$ cat config.mk
export PLATFORM = sky130hd
export DESIGN_NAME = input_state
export DESIGN_NICKNAME = d
export VERILOG_FILES = /design/src/rtl/input_state.sv
export SDC_FILE = /design/constraint.sdc
export NUM_CORES = 1
export LEC_CHECK = 0
export BUFFER_PORTS_ARGS = -buffer_cell sky130_fd_sc_hd__buf_2
export CAP_MARGIN = 30
export CELL_PAD_IN_SITES_DETAIL_PLACEMENT = 0
export CELL_PAD_IN_SITES_GLOBAL_PLACEMENT = 1
export CORE_ASPECT_RATIO = 1.25
export CORE_UTILIZATION = 43
export DETAILED_ROUTE_END_ITERATION = 16
export GPL_TIMING_DRIVEN = 1
export HOLD_SLACK_MARGIN = 0.05
export PLACE_DENSITY = 0.81
export SYNTH_ARGS = -nofsm -noshare
export SYNTH_HDL_FRONTEND = slang
export SYNTH_SLANG_ARGS = --single-unit
$ cat constraint.sdc
create_clock -name clk -period 3.1 [get_ports clk]
set_clock_uncertainty 0.05 [all_clocks]
set_input_delay 0.31 -clock clk [delete_from_list [all_inputs] [get_ports clk]]
set_output_delay 0.31 -clock clk [all_outputs]
set_load 0.005 [all_outputs]
$ cat src/rtl/input_state.sv
// Player input capture: conditions the four colour buttons, then checks each press
// against the stored colour sequence for the current round.
module input_state #(
  parameter int unsigned DEBOUNCE_CYCLES = 16,
  parameter int unsigned TIMEOUT_CYCLES  = 1000000
) (
  input  logic        clk,
  input  logic        rst_n_input,
  input  logic        en_input,
  input  logic [31:0] seq_in_input,
  input  logic [3:0]  round_ctr,
  input  logic [3:0]  btn_in,
  output logic [1:0]  colour_bus,
  output logic        colour_oe,
  output logic        press_valid,
  output logic        complete_input,
  output logic        fail_input,
  output logic        timeout_input
);

  localparam int unsigned DbW = (DEBOUNCE_CYCLES > 2) ? $clog2(DEBOUNCE_CYCLES) : 1;
  localparam int unsigned TmW = (TIMEOUT_CYCLES > 2) ? $clog2(TIMEOUT_CYCLES) : 1;
  localparam logic [DbW-1:0] DbMax = DbW'(DEBOUNCE_CYCLES - 1);
  localparam logic [TmW-1:0] TmMax = TmW'(TIMEOUT_CYCLES - 1);

  typedef enum logic [0:0] {StIdle, StCapture} state_e;

  state_e         r_state, w_state_next;
  logic [3:0]     r_sync1, r_btn_s, r_btn_s_prev;
  logic [DbW-1:0] r_db_cnt;
  logic [3:0]     r_btn_db, r_btn_db_prev;
  logic [3:0]     r_pos, w_pos_next;
  logic [TmW-1:0] r_timer, w_timer_next;

  logic           r_press_valid, w_press_valid_next;
  logic           r_complete, w_complete_next;
  logic           r_fail, w_fail_next;
  logic           r_timeout, w_timeout_next;
  logic           r_colour_oe, w_colour_oe_next;
  logic [1:0]     r_colour_bus, w_colour_bus_next;

  logic [1:0]     w_colour;
  logic           w_onehot;
  logic           w_press;
  logic [1:0]     w_expected;

  // Input conditioning: 2-flop synchronizer, stability counter, debounced vector.
  always_ff @(posedge clk or negedge rst_n_input) begin
    if (!rst_n_input) begin
      r_sync1       <= '0;
      r_btn_s       <= '0;
      r_btn_s_prev  <= '0;
      r_db_cnt      <= '0;
      r_btn_db      <= '0;
      r_btn_db_prev <= '0;
    end else begin
      r_sync1       <= btn_in;
      r_btn_s       <= r_sync1;
      r_btn_s_prev  <= r_btn_s;
      r_btn_db_prev <= r_btn_db;
      if (r_btn_s != r_btn_s_prev) begin
        r_db_cnt <= '0;
      end else if (r_db_cnt != DbMax) begin
        r_db_cnt <= r_db_cnt + 1'b1;
      end
      // Only a vector that is still stable this cycle may be committed.
      if ((r_db_cnt == DbMax) && (r_btn_s == r_btn_s_prev)) begin
        r_btn_db <= r_btn_s;
      end
    end
  end

  always_comb begin
    w_colour = 2'b00;
    w_onehot = 1'b0;
    case (r_btn_db)
      4'b0001: begin w_colour = 2'b00; w_onehot = 1'b1; end
      4'b0010: begin w_colour = 2'b01; w_onehot = 1'b1; end
      4'b0100: begin w_colour = 2'b10; w_onehot = 1'b1; end
      4'b1000: begin w_colour = 2'b11; w_onehot = 1'b1; end
      default: begin w_colour = 2'b00; w_onehot = 1'b0; end
    endcase
  end

  assign w_press    = |(r_btn_db & ~r_btn_db_prev);
  assign w_expected = seq_in_input[{r_pos, 1'b0} +: 2];

  always_comb begin
    w_state_next       = r_state;
    w_pos_next         = r_pos;
    w_timer_next       = r_timer;
    w_press_valid_next = 1'b0;
    w_complete_next    = 1'b0;
    w_fail_next        = 1'b0;
    w_timeout_next     = r_timeout;

    case (r_state)
      StIdle: begin
        if (en_input) begin
          w_pos_next     = '0;
          w_timer_next   = '0;
          w_timeout_next = 1'b0;
          w_state_next   = StCapture;
        end
      end
      StCapture: begin
        w_timer_next = r_timer + 1'b1;
        // A press in the final timer cycle takes priority over the timeout.
        if (w_press) begin
          w_press_valid_next = 1'b1;
          if (!w_onehot || (w_colour != w_expected)) begin
            w_fail_next  = 1'b1;
            w_state_next = StIdle;
          end else if (r_pos == round_ctr) begin
            w_complete_next = 1'b1;
            w_state_next    = StIdle;
          end else begin
            w_pos_next   = r_pos + 4'd1;
            w_timer_next = '0;
          end
        end else if (r_timer == TmMax) begin
          w_fail_next    = 1'b1;
          w_timeout_next = 1'b1;
          w_state_next   = StIdle;
        end
      end
      default: w_state_next = StIdle;
    endcase
  end

  always_comb begin
    w_colour_oe_next  = (r_state == StCapture) && w_onehot;
    w_colour_bus_next = w_colour_oe_next ? w_colour : 2'b00;
  end

  always_ff @(posedge clk or negedge rst_n_input) begin
    if (!rst_n_input) begin
      r_state       <= StIdle;
      r_pos         <= '0;
      r_timer       <= '0;
      r_press_valid <= 1'b0;
      r_complete    <= 1'b0;
      r_fail        <= 1'b0;
      r_timeout     <= 1'b0;
      r_colour_oe   <= 1'b0;
      r_colour_bus  <= 2'b00;
    end else begin
      r_state       <= w_state_next;
      r_pos         <= w_pos_next;
      r_timer       <= w_timer_next;
      r_press_valid <= w_press_valid_next;
      r_complete    <= w_complete_next;
      r_fail        <= w_fail_next;
      r_timeout     <= w_timeout_next;
      r_colour_oe   <= w_colour_oe_next;
      r_colour_bus  <= w_colour_bus_next;
    end
  end

  assign colour_bus     = r_colour_bus;
  assign colour_oe      = r_colour_oe;
  assign press_valid    = r_press_valid;
  assign complete_input = r_complete;
  assign fail_input     = r_fail;
  assign timeout_input  = r_timeout;

endmodule

---- Yosys cells after proc, flatten, opt, wreduce, memory -nomap -nowiden ----
Index checks and enable logic that the tools add are counted.
storage, ports and cells
  input port bits ......................... 43
  logic and storage cells ................. 83
  output and inout bits ................... 7
  flip-flop bits (word level) ............. 56
cells by class
  shift-type cells ........................ 1
  bitwise gates (word level) .............. 3
  eq/ne operators ......................... 17
  $add $sub $neg .......................... 3
  muxes and demuxes ....................... 35
  reductions and logical operators ........ 9
operators by type and width
  operator               number
  $mux 20                4
  $pmux 20 s2            1
  $shiftx 32x6->2        1
  $mux 4                 6
  $add 20x1->20 const B  1
  $eq 20x20->1 const B   1
  $mux 1                 19
  $add 4x1->4 const B    2
  $eq 4x4->1             2
  $eq 4x4->1 const B     2
  $ne 2x2->1 const B     4
  $pmux 4 s2             1
  $reduce_or 4->1        2
  $pmux 2 s3             1
  $and 4x4->4            1
  $eq 4x1->1 const B     1
  $eq 4x2->1 const B     1
  $eq 4x3->1 const B     1
  $ne 2x1->1 const B     2
  $ne 4x4->1             1
  $ne 4x4->1 const B     1
  $not 4->4              1
  $pmux 1 s2             2
  $reduce_and 4->1       1
  other kinds (8)        9

---- Longest topological paths before layout ----
Gate-level depths: netlist (run 1).
  depth after elaboration ................. 8
  gate-level depth with buffers ........... 9
  depth with buffers taken out ............ 7

---- Least setup slack after synthesis (run 1) ----
Ideal clock, no wire load.
  path kind ............................... register -> register
  start ................................... register r_pos[2]
  end ..................................... register r_timer[7]
  library setup time ...................... 0.119 ns
  buffers on the path ..................... 2
  cell stages (with the launch flop) ...... 9
  data arrival time ....................... 2.300 ns
  path slack .............................. 0.631 ns
  required time ........................... 2.931 ns
  clock period less this slack ............ 2.469 ns
  cells stage by stage .................... dfrtp_1 -> buf_6 -> mux4_2 -> mux4_2 -> xnor2_2 -> o211ai_4 -> o21ai_4 -> buf_6 -> nor2_1
on the way
  word-level cells in the longest chain between the ends .. 6
  elaborated cells between the ends (all ways) .. 8
  classes of those cells .................. eq/ne: 2; shift: 1; mux: 4; reduce/logical: 1
RTL lines
  item                    RTL line  RTL
  start, declared         32        logic [3:0] r_pos, w_pos_next;
  start signal, assigned  149       r_pos <= w_pos_next;
  $shiftx 32x6->2         86        assign w_expected = seq_in_input[{r_pos, 1'b0} +: 2];
  $ne 2x2->1              111       if (!w_onehot || (w_colour != w_expected)) begin
  $logic_or 1x1->1        111
  $mux 20 (*)             111
  $mux 20 (*)             109       if (w_press) begin
  $pmux 20 s2 (*)         97        case (r_state)
  end signal, assigned    150       r_timer <= w_timer_next;
  end, declared           33        logic [TmW-1:0] r_timer, w_timer_next;
Every way passes the cells marked *; elsewhere a longest branch is shown, timed or not.
A chain may end at the register's enable or synchronous reset.

---- Worst setup path after layout (run 1) ----
  start ................................... register r_pos[2]
  end ..................................... register r_timer[8]
The elaborated chain is that of the path after synthesis.

==> results.yml, run 1 <==
status:
  status: "complete, no violations"
cts:
  cts_tree: "yes"
  h-tree-depth: 2
  cts_buffers: 5
  clk_path_buf_depth: 2
  cts-root-buf: "clkbuf_8"
  cts-resized-gates: 0
  worstSkewPairLatency_ns: 0.31
  clk_pin_slew_ns: 0.10
  clock_sinks: 56
  post-cts-setup-buffers: 0
sta:
  finalMaxSlewViolations: 0
  setup_viol: 0
  finalHoldViolCount: 0
  rsz0062_at_grt: "false"
  worst_slack_ns: 0.368
  finalCriticalPeriod_ns: 2.73
  worst_pin_slew_ns: 0.584
  setup_tns_ns: 0
  relSlewSlack: 0.611
  fmax_mhz: 366
  period_share: 0.881
global_route:
  grt_pass1_wl_um: 8690
  overflow: 0
  grt_pass1_vias: 1938
  grt_max_degree: 30
  grt_usage: 0.168
  antenna_found_initial: 0
critical_path:
  r2r-end: "r_timer[8]"
  reg2reg_slack_ns: 0.37
  r2r_start: "r_pos[2]"
  required_ns: 3.23
  worstSetupStartpointType: "register"
  crit_fanout: 16
  r2r.worst_path.cells: 6
  critical_path_class: "register to register"
  end_kind: "register"
  worstPathArrival_ns: 2.86
drt:
  drt_iter0_drc: 89
  dr.pass1.iters: 4
  antenna_left: 0
  avgViaCountPerCell: 5.24
  num_vias: 2047
  wl_per_cell_um: 13.9
  drc: 0
  totalWireLength_um: 5450
logic_synthesis:
  synth_cells: 250
  synth_edf_count: 0
  yosys-top-cells-area: "dfrtp_1, xor2_1, nor2_1, mux4_2, xnor2_1"
  syn_avg_cell_area_sq_um: 11.1
  synthArstFlopShare: 1.00
  ys_types: 44
  synth_top_area_cell: "dfrtp_1"
  synth_seq_cells: 56
  yosysMostFrequentCell: "dfrtp_1"
  yosysTopAreaCellShare: 0.505
  synth_ff_type: "dfrtp_1"
  ys_seq_area_frac: 0.505
  syn_nets: 296
  syn-cell-area_sq_mm: 0.00278
  synth_common_cells: "dfrtp_1, nor2_1, nand2_1, xor2_1, xnor2_1"
  yosys_warnings: 0
hold_path:
  min_delay_worst_endpoint: "r_pos[1]"
  whs_path_depth: 4
  hold_class: "primary input to register"
  holdCritStartpoint: "en_input"
power:
  powerDensity_mw_per_mm2: 474
  p_leak_nw: 1.51
  max-vdd-ir-drop_mv: 0.334
die:
  design.die.area_sq_mm: 0.00678
  core_area_sq_mm: 0.00621
  die-height_um: 91.8
  die_w_um: 73.9
  io_pins: 50
  row_count: 32
  start_util: 0.447
finish:
  areaGrowthSynthToFinish_pct: 16.8
  drive_gt1_frac: 0.229
  nets: 351
  antennaDiodeCount: 0
placement:
  dpl_worst_slack_ns: 0.368
  dpl.hpwl_um: 3980
  io_buffers: 49
  gp_congestion: 0.817
run:
  cap_violations: 0
## how the worst max path moves through the flow
stage,start,endpoint,slack [ns],cells past startpoint
finish,r_pos[2],r_timer[8],0.37,6
global route,r_pos[2],r_timer[14],0.23,6
CTS,r_pos[2],r_timer[8],0.35,6
detailed placement,r_pos[2],r_timer[14],0.37,6
global placement,r_pos[2],r_timer[17],0.45,6
floorplan,r_pos[2],r_timer[7],0.63,8
## cell families (layout without fill, tap and decap cells)
group / count (synthesis) / count (layout) / synth area share
DFF: 56 / 56 / 0.505
AOI/OAI and AO/OA: 29 / 29 / 0.0798
muxes: 16 / 16 / 0.0947
xor gates and xnor gates: 33 / 33 / 0.107
and+or+nand+nor: 95 / 95 / 0.170
adders and majority gates: 3 / 3 / 0.0135
buffers and inverters: 18 / 74 / 0.0307
## state kept, by name, indices dropped and copies added (netlist names), 4 cells and up
register and cells:
r_timer 20, r_btn_db 4, r_btn_db_prev 4, r_btn_s 4, r_btn_s_prev 4, r_db_cnt 4
r_pos 4, r_sync1 4
## worst max-delay path, cell delays in order, from the launching register on
cell and delay, ns:
dfrtp_1 0.50, mux4_1 0.60, mux4_2 0.52, xnor2_2 0.24, o211ai_4 0.17, o21ai_4 0.42
nor2_1 0.10
## per-stage QoR
stage / hold slack, ns / std cells / power (mW) / area (sq um) / util
CTS: 0.277 / 391 / 1.56 / 3240 / 0.522
finish: 0.289 / 391 / 1.54 / 3240 / 0.522
floorplan: -0.0356 / 250 / 1.06 / 2780 / -
global route: 0.310 / 391 / 1.63 / 3240 / 0.522
global placement: 0.285 / 378 / 1.14 / 3100 / 0.500
detailed placement: 0.286 / 378 / 1.15 / 3100 / 0.500
## cells in the final DEF, fill, tap and decap left out, drive strengths merged, types with 3 or more instances in the layout
cell type and instances:
xnor2 11, nand3 8, dfrtp 56, xor2 22
nor4 4, buf 53, ha 3, o211ai 3
nand2 22, dlygate4sd3 5, and3 6, o21ai 10
mux4 7, nand2b 5, clkbuf 6, mux2 3
inv 8, nor2 27, mux2i 6, nand4 9
nor3 6, a21oi 3
## metal layers
metal  track usage  up-vias  part of all wire
met2         0.300       68              0.49
li1              -      999                 -
met4        0.0577        0             0.015
met3        0.0319        9             0.049
met1         0.196      971              0.44
met5             0        -                 0
## repair_timing
item	4_1_cts	5_1_grt
endpoints found under the hold margin	31	0
hold buffers	5	0
endpoints found under the setup margin	0	0
## cell type report
cell class	count	area, sq um
repair buffers	58	325
fillers	571	2970
well taps	85	106
flip-flops and latches	56	1400
clock buffers	6	72.6
multi-input cells	176	1290
inverters	8	30.0
clock inverters	2	16.3
## report_power, final
part / internal (mW) / leakage, nW / switching [mW]
sequential: 0.809 / 0.716 / 0.0943
clock: 0.161 / 0.0414 / 0.237
combinational: 0.125 / 0.752 / 0.111
(Power assumes the default switching activity.)
==> run 2: changes to the inputs <==
- REMOVE_ABC_BUFFERS: unset -> 1
==> run 2 against run 1 <==
Net effect: via count shrank 2.1%; sequential power barely moved; count of clock-buffer cells in the layout shrank 1; register-to-register slack is essentially flat; non-clock buffer count rose by 1; critical endpoint is now r_timer[10]; worst hold slack gained 0.0038 ns.
==> results.yml, run 2 (same netlist as run 1, synthesis figures left out) <==
cts:
  clk_pin_slew_ns: 0.10
  cts-resized-gates: 0
  cts_tree: "yes"
  clock_sinks: 56
  cts-root-buf: "clkbuf_8"
  h-tree-depth: 2
  clk_path_buf_depth: 2
  cts_buffers: 5
  post-cts-setup-buffers: 0
  worstSkewPairLatency_ns: 0.31
sta:
  relSlewSlack: 0.618
  setup_viol: 0
  period_share: 0.886
  fmax_mhz: 364
  setup_tns_ns: 0
  worst_pin_slew_ns: 0.568
  finalHoldViolCount: 0
  finalMaxSlewViolations: 0
  rsz0062_at_grt: "false"
  finalCriticalPeriod_ns: 2.75
  worst_slack_ns: 0.355
drt:
  totalWireLength_um: 5310
  num_vias: 2005
  avgViaCountPerCell: 5.11
  drt_iter0_drc: 76
  drc: 0
  antenna_left: 0
  dr.pass1.iters: 4
  wl_per_cell_um: 13.5
power:
  max-vdd-ir-drop_mv: 0.295
  powerDensity_mw_per_mm2: 475
  p_total_mw: 1.55
  p_leak_nw: 1.52
finish:
  drive_gt1_frac: 0.235
  antennaDiodeCount: 0
  final_util: 0.526
  final_common_cell: "dfrtp_1"
  nets: 352
  mostFrequentLayoutCells: "dfrtp_1, buf_2, nor2_1"
  areaGrowthSynthToFinish_pct: 17.7
  largest-register: "r_timer"
  largest_reg_flops: 20
global_route:
  busiest_layer: "met2"
  grt_usage: 0.175
  grt_pass1_vias: 2051
  antenna_found_initial: 0
  met1_usage: 0.211
  use_met2: 0.294
  grt_pass1_wl_um: 9140
  grt_max_degree: 31
  overflow: 0
  met3_usage: 0.0407
critical_path:
  required_ns: 3.23
  critical_path_class: "register to register"
  end_kind: "register"
  worstPathArrival_ns: 2.87
  worstSetupStartpointType: "register"
  reg2reg_slack_ns: 0.35
  crit_fanout: 16
status:
  status: "complete, no violations"
die:
  io_pins: 50
  row_count: 32
  start_util: 0.447
  die-height_um: 91.8
  core_area_sq_mm: 0.00621
  design.die.area_sq_mm: 0.00678
  die_w_um: 73.9
hold_path:
  hold_class: "primary input to register"
run:
  cap_violations: 0
placement:
  dpl.hpwl_um: 3910
  gp_congestion: 0.753
  dpl_worst_slack_ns: 0.348
  io_buffers: 49
-- run 2: changes by cell type in the layout (fill, tap and decap cells not counted) --
cell / before / now
inv_6: 0 / 2
clkinv_4: 1 / 0
buf_12: 0 / 1
clkbuf_1: 1 / 0
-- run 2: repair_timing --
| item | CTS | global route |
|---|---|---|
| endpoints found under the setup margin | 0 | 0 |
| hold buffers | 5 | 0 |
| hold endpoints to repair | 24 | 0 |
-- run 2: path summary, 6_finish.rpt --
kind,from,endpoint,depth (start not counted)
worst max-delay path,r_pos[2],r_timer[10],6
worst min register to register,r_sync1[3],r_btn_s[3],0
worst max register to register,r_pos[2],r_timer[10],6
max in group asynchronous,rst_n_input,r_timer[17],3
worst min-delay path,en_input,r_pos[1],4
min in group asynchronous,rst_n_input,r_btn_s_prev[0],2
-- run 2: layout make-up --
type	instances	area [sq um]
inverters	8	30.0
fillers	560	2940
clock buffers	5	68.8
flip-flops and latches	56	1400
clock inverters	3	25.0
repair buffers	59	345
well taps	85	106
multi-input cells	176	1290
-- run 2: report_power, final --
part | internal (mW) | switching, mW | total (mW)
Clock | 0.165 | 0.244 | 0.410
Sequential | 0.809 | 0.0964 | 0.905
Combinational | 0.128 | 0.110 | 0.237
Total | 1.10 | 0.451 | 1.55
-- run 2: worst max-delay path, stage by stage, from the launching register on --
cell      delay, ns
dfrtp_1        0.48
mux4_1         0.60
mux4_2         0.51
xnor2_2        0.26
o211ai_4       0.18
o21ai_4        0.42
nor2_1         0.11
-- run 2: routing by layer --
metal | vias up | wire length (um)
met2 | 49 | 2530
met3 | 14 | 205
met5 | - | 0
met1 | 942 | 2420
met4 | 0 | 153
li1 | 1000 | -
-- run 2: per-stage QoR --
stage / hold WS, ns / instances / area (sq um)
after floorplan: -0.0356 / 240 / 2720
after global placement: 0.284 / 378 / 3100
after detailed placement: 0.261 / 379 / 3120
after CTS: 0.299 / 392 / 3270
after global routing: 0.317 / 392 / 3270
final: 0.293 / 392 / 3270
==> run 3: changes to the inputs <==
- CELL_PAD_IN_SITES_DETAIL_PLACEMENT: 0 -> unset
- CELL_PAD_IN_SITES_GLOBAL_PLACEMENT: 1 -> unset
- CORE_UTILIZATION: 43 -> 55
- GPL_ROUTABILITY_DRIVEN: unset -> 0
- PLACE_DENSITY: 0.81 -> 0.82
==> run 3 against run 2 <==
Net effect: sequential power rose by 0.7%; global-route usage rose by 4.6 points; first-iteration DRC count rose by 130%; setup slack got worse by 0.10 ns; non-clock buffer count fell by 4; fmax fell by 3.6%; via count rose by 2.2%; largest cell class unchanged.
==> results.yml, run 3 (same netlist as run 1, synthesis figures left out) <==
status:
  status: "complete, no violations"
sta:
  worst_pin_slew_ns: 0.780
  finalCriticalPeriod_ns: 2.85
  fmax_mhz: 351
  setup_viol: 0
  relSlewSlack: 0.480
  period_share: 0.919
  rsz0062_at_grt: "false"
  setup_tns_ns: 0
  finalMaxSlewViolations: 0
  finalHoldViolCount: 0
placement:
  io_buffers: 49
  dpl.hpwl_um: 3740
cts:
  post-cts-setup-buffers: 0
  cts_tree: "yes"
  worstSkewPairLatency_ns: 0.31
  clock_sinks: 56
  h-tree-depth: 2
  clk_pin_slew_ns: 0.10
  cts_buffers: 5
  cts-root-buf: "clkbuf_8"
  clk_path_buf_depth: 2
  cts-resized-gates: 0
global_route:
  grt_pass1_wl_um: 8880
  overflow: 0
  grt_max_degree: 37
  grt_usage: 0.221
  antenna_found_initial: 0
  grt_pass1_vias: 2041
power:
  powerDensity_mw_per_mm2: 482
  p_leak_nw: 1.49
  max-vdd-ir-drop_mv: 0.343
  p_total_mw: 1.53
drt:
  wl_per_cell_um: 14.4
  drc: 0
  antenna_left: 0
  drt_iter0_drc: 175
  avgViaCountPerCell: 5.64
  totalWireLength_um: 5240
  num_vias: 2049
  dr.pass1.iters: 4
critical_path:
  worstPathCellList: "mux4_1 -> mux4_2 -> xnor2_2 -> o211ai_4 -> o21ai_4 -> nor2_1"
  required_ns: 3.24
  cp_top_family: "multiplexers"
  max_stage_delay_ns: 0.65
  cp_slowest_cell: "dfrtp_1"
  crit_buf_inv: 0
  crit_fanout: 16
  critical_path_class: "register to register"
  worstSetupStartpointType: "register"
  end_kind: "register"
  worstPathArrival_ns: 2.99
run:
  cap_violations: 0
finish:
  largest-register: "r_timer"
  areaGrowthSynthToFinish_pct: 14.8
  largest_reg_flops: 20
  drive_gt1_frac: 0.221
  final_common_cell: "dfrtp_1"
  nets: 348
  antennaDiodeCount: 0
  final_util: 0.664
  mostFrequentLayoutCells: "dfrtp_1, buf_2, nor2_1"
die:
  die-height_um: 81.4
  die_w_um: 65.5
  design.die.area_sq_mm: 0.00534
  core_area_sq_mm: 0.00480
  io_pins: 50
  row_count: 28
  start_util: 0.578
hold_path:
  hold_class: "primary input to register"
## run 3: cell type report
type,count,area [sq um]
Tap cell,60,75.1
Sequential cell,56,1400
Fill cell,370,1610
Timing Repair Buffer,55,303
Clock inverter,2,16.3
Multi-Input combinational cell,176,1290
Inverter,8,30.0
Clock buffer,6,72.6
## run 3: final timing paths
kind                       cells past startpoint        start     endpoint  slack [ns]
max                                            6     r_pos[2]   r_timer[4]        0.25
min                                            4     en_input     r_pos[1]        0.27
max reg2reg                                    6     r_pos[2]   r_timer[4]        0.25
min reg2reg                                    0   r_sync1[3]   r_btn_s[3]        0.30
max in group asynchronous                      3  rst_n_input  r_btn_db[0]        1.68
min in group asynchronous                      2  rst_n_input  r_db_cnt[0]        0.56
## run 3: power by group
| group | leakage [nW] | internal, mW | switching, mW |
|---|---|---|---|
| registers | 0.716 | 0.809 | 0.102 |
| logic | 0.736 | 0.123 | 0.108 |
| clock network | 0.0414 | 0.161 | 0.232 |
| total | 1.49 | 1.09 | 0.442 |
## run 3: timing repair
action | in CTS | in global routing
setup endpoints to repair | 0 | 0
hold buffers | 5 | 0
endpoints found under the hold margin | 37 | 0
## run 3: metal layers
layer  global-route usage  wire (um)  vias up
met5                    0          0        -
met4               0.0848         68        0
met3               0.0417        158        7
met2                0.401       2850       40
met1                0.257       2160     1012
li1                     -          -      990
## run 3: tightest hold or removal path, delay by kind of cell
kind / cells / cell delay (ns)
AO/OA/AOI/OAI: 1 / 0.07
buffers and inverters: 1 / 0.11
AND/OR/NAND/NOR: 2 / 0.10
## run 3: stage by stage
stage / area, sq um / instances / setup WS (ns) / hold slack (ns)
floorplan: 2720 / 240 / 0.553 / -0.0356
global placement: 3050 / 350 / 0.318 / 0.282
detailed placement: 3050 / 350 / 0.270 / 0.285
CTS: 3190 / 363 / 0.253 / 0.264
global route: 3190 / 363 / 0.0713 / 0.280
finish: 3190 / 363 / 0.252 / 0.268
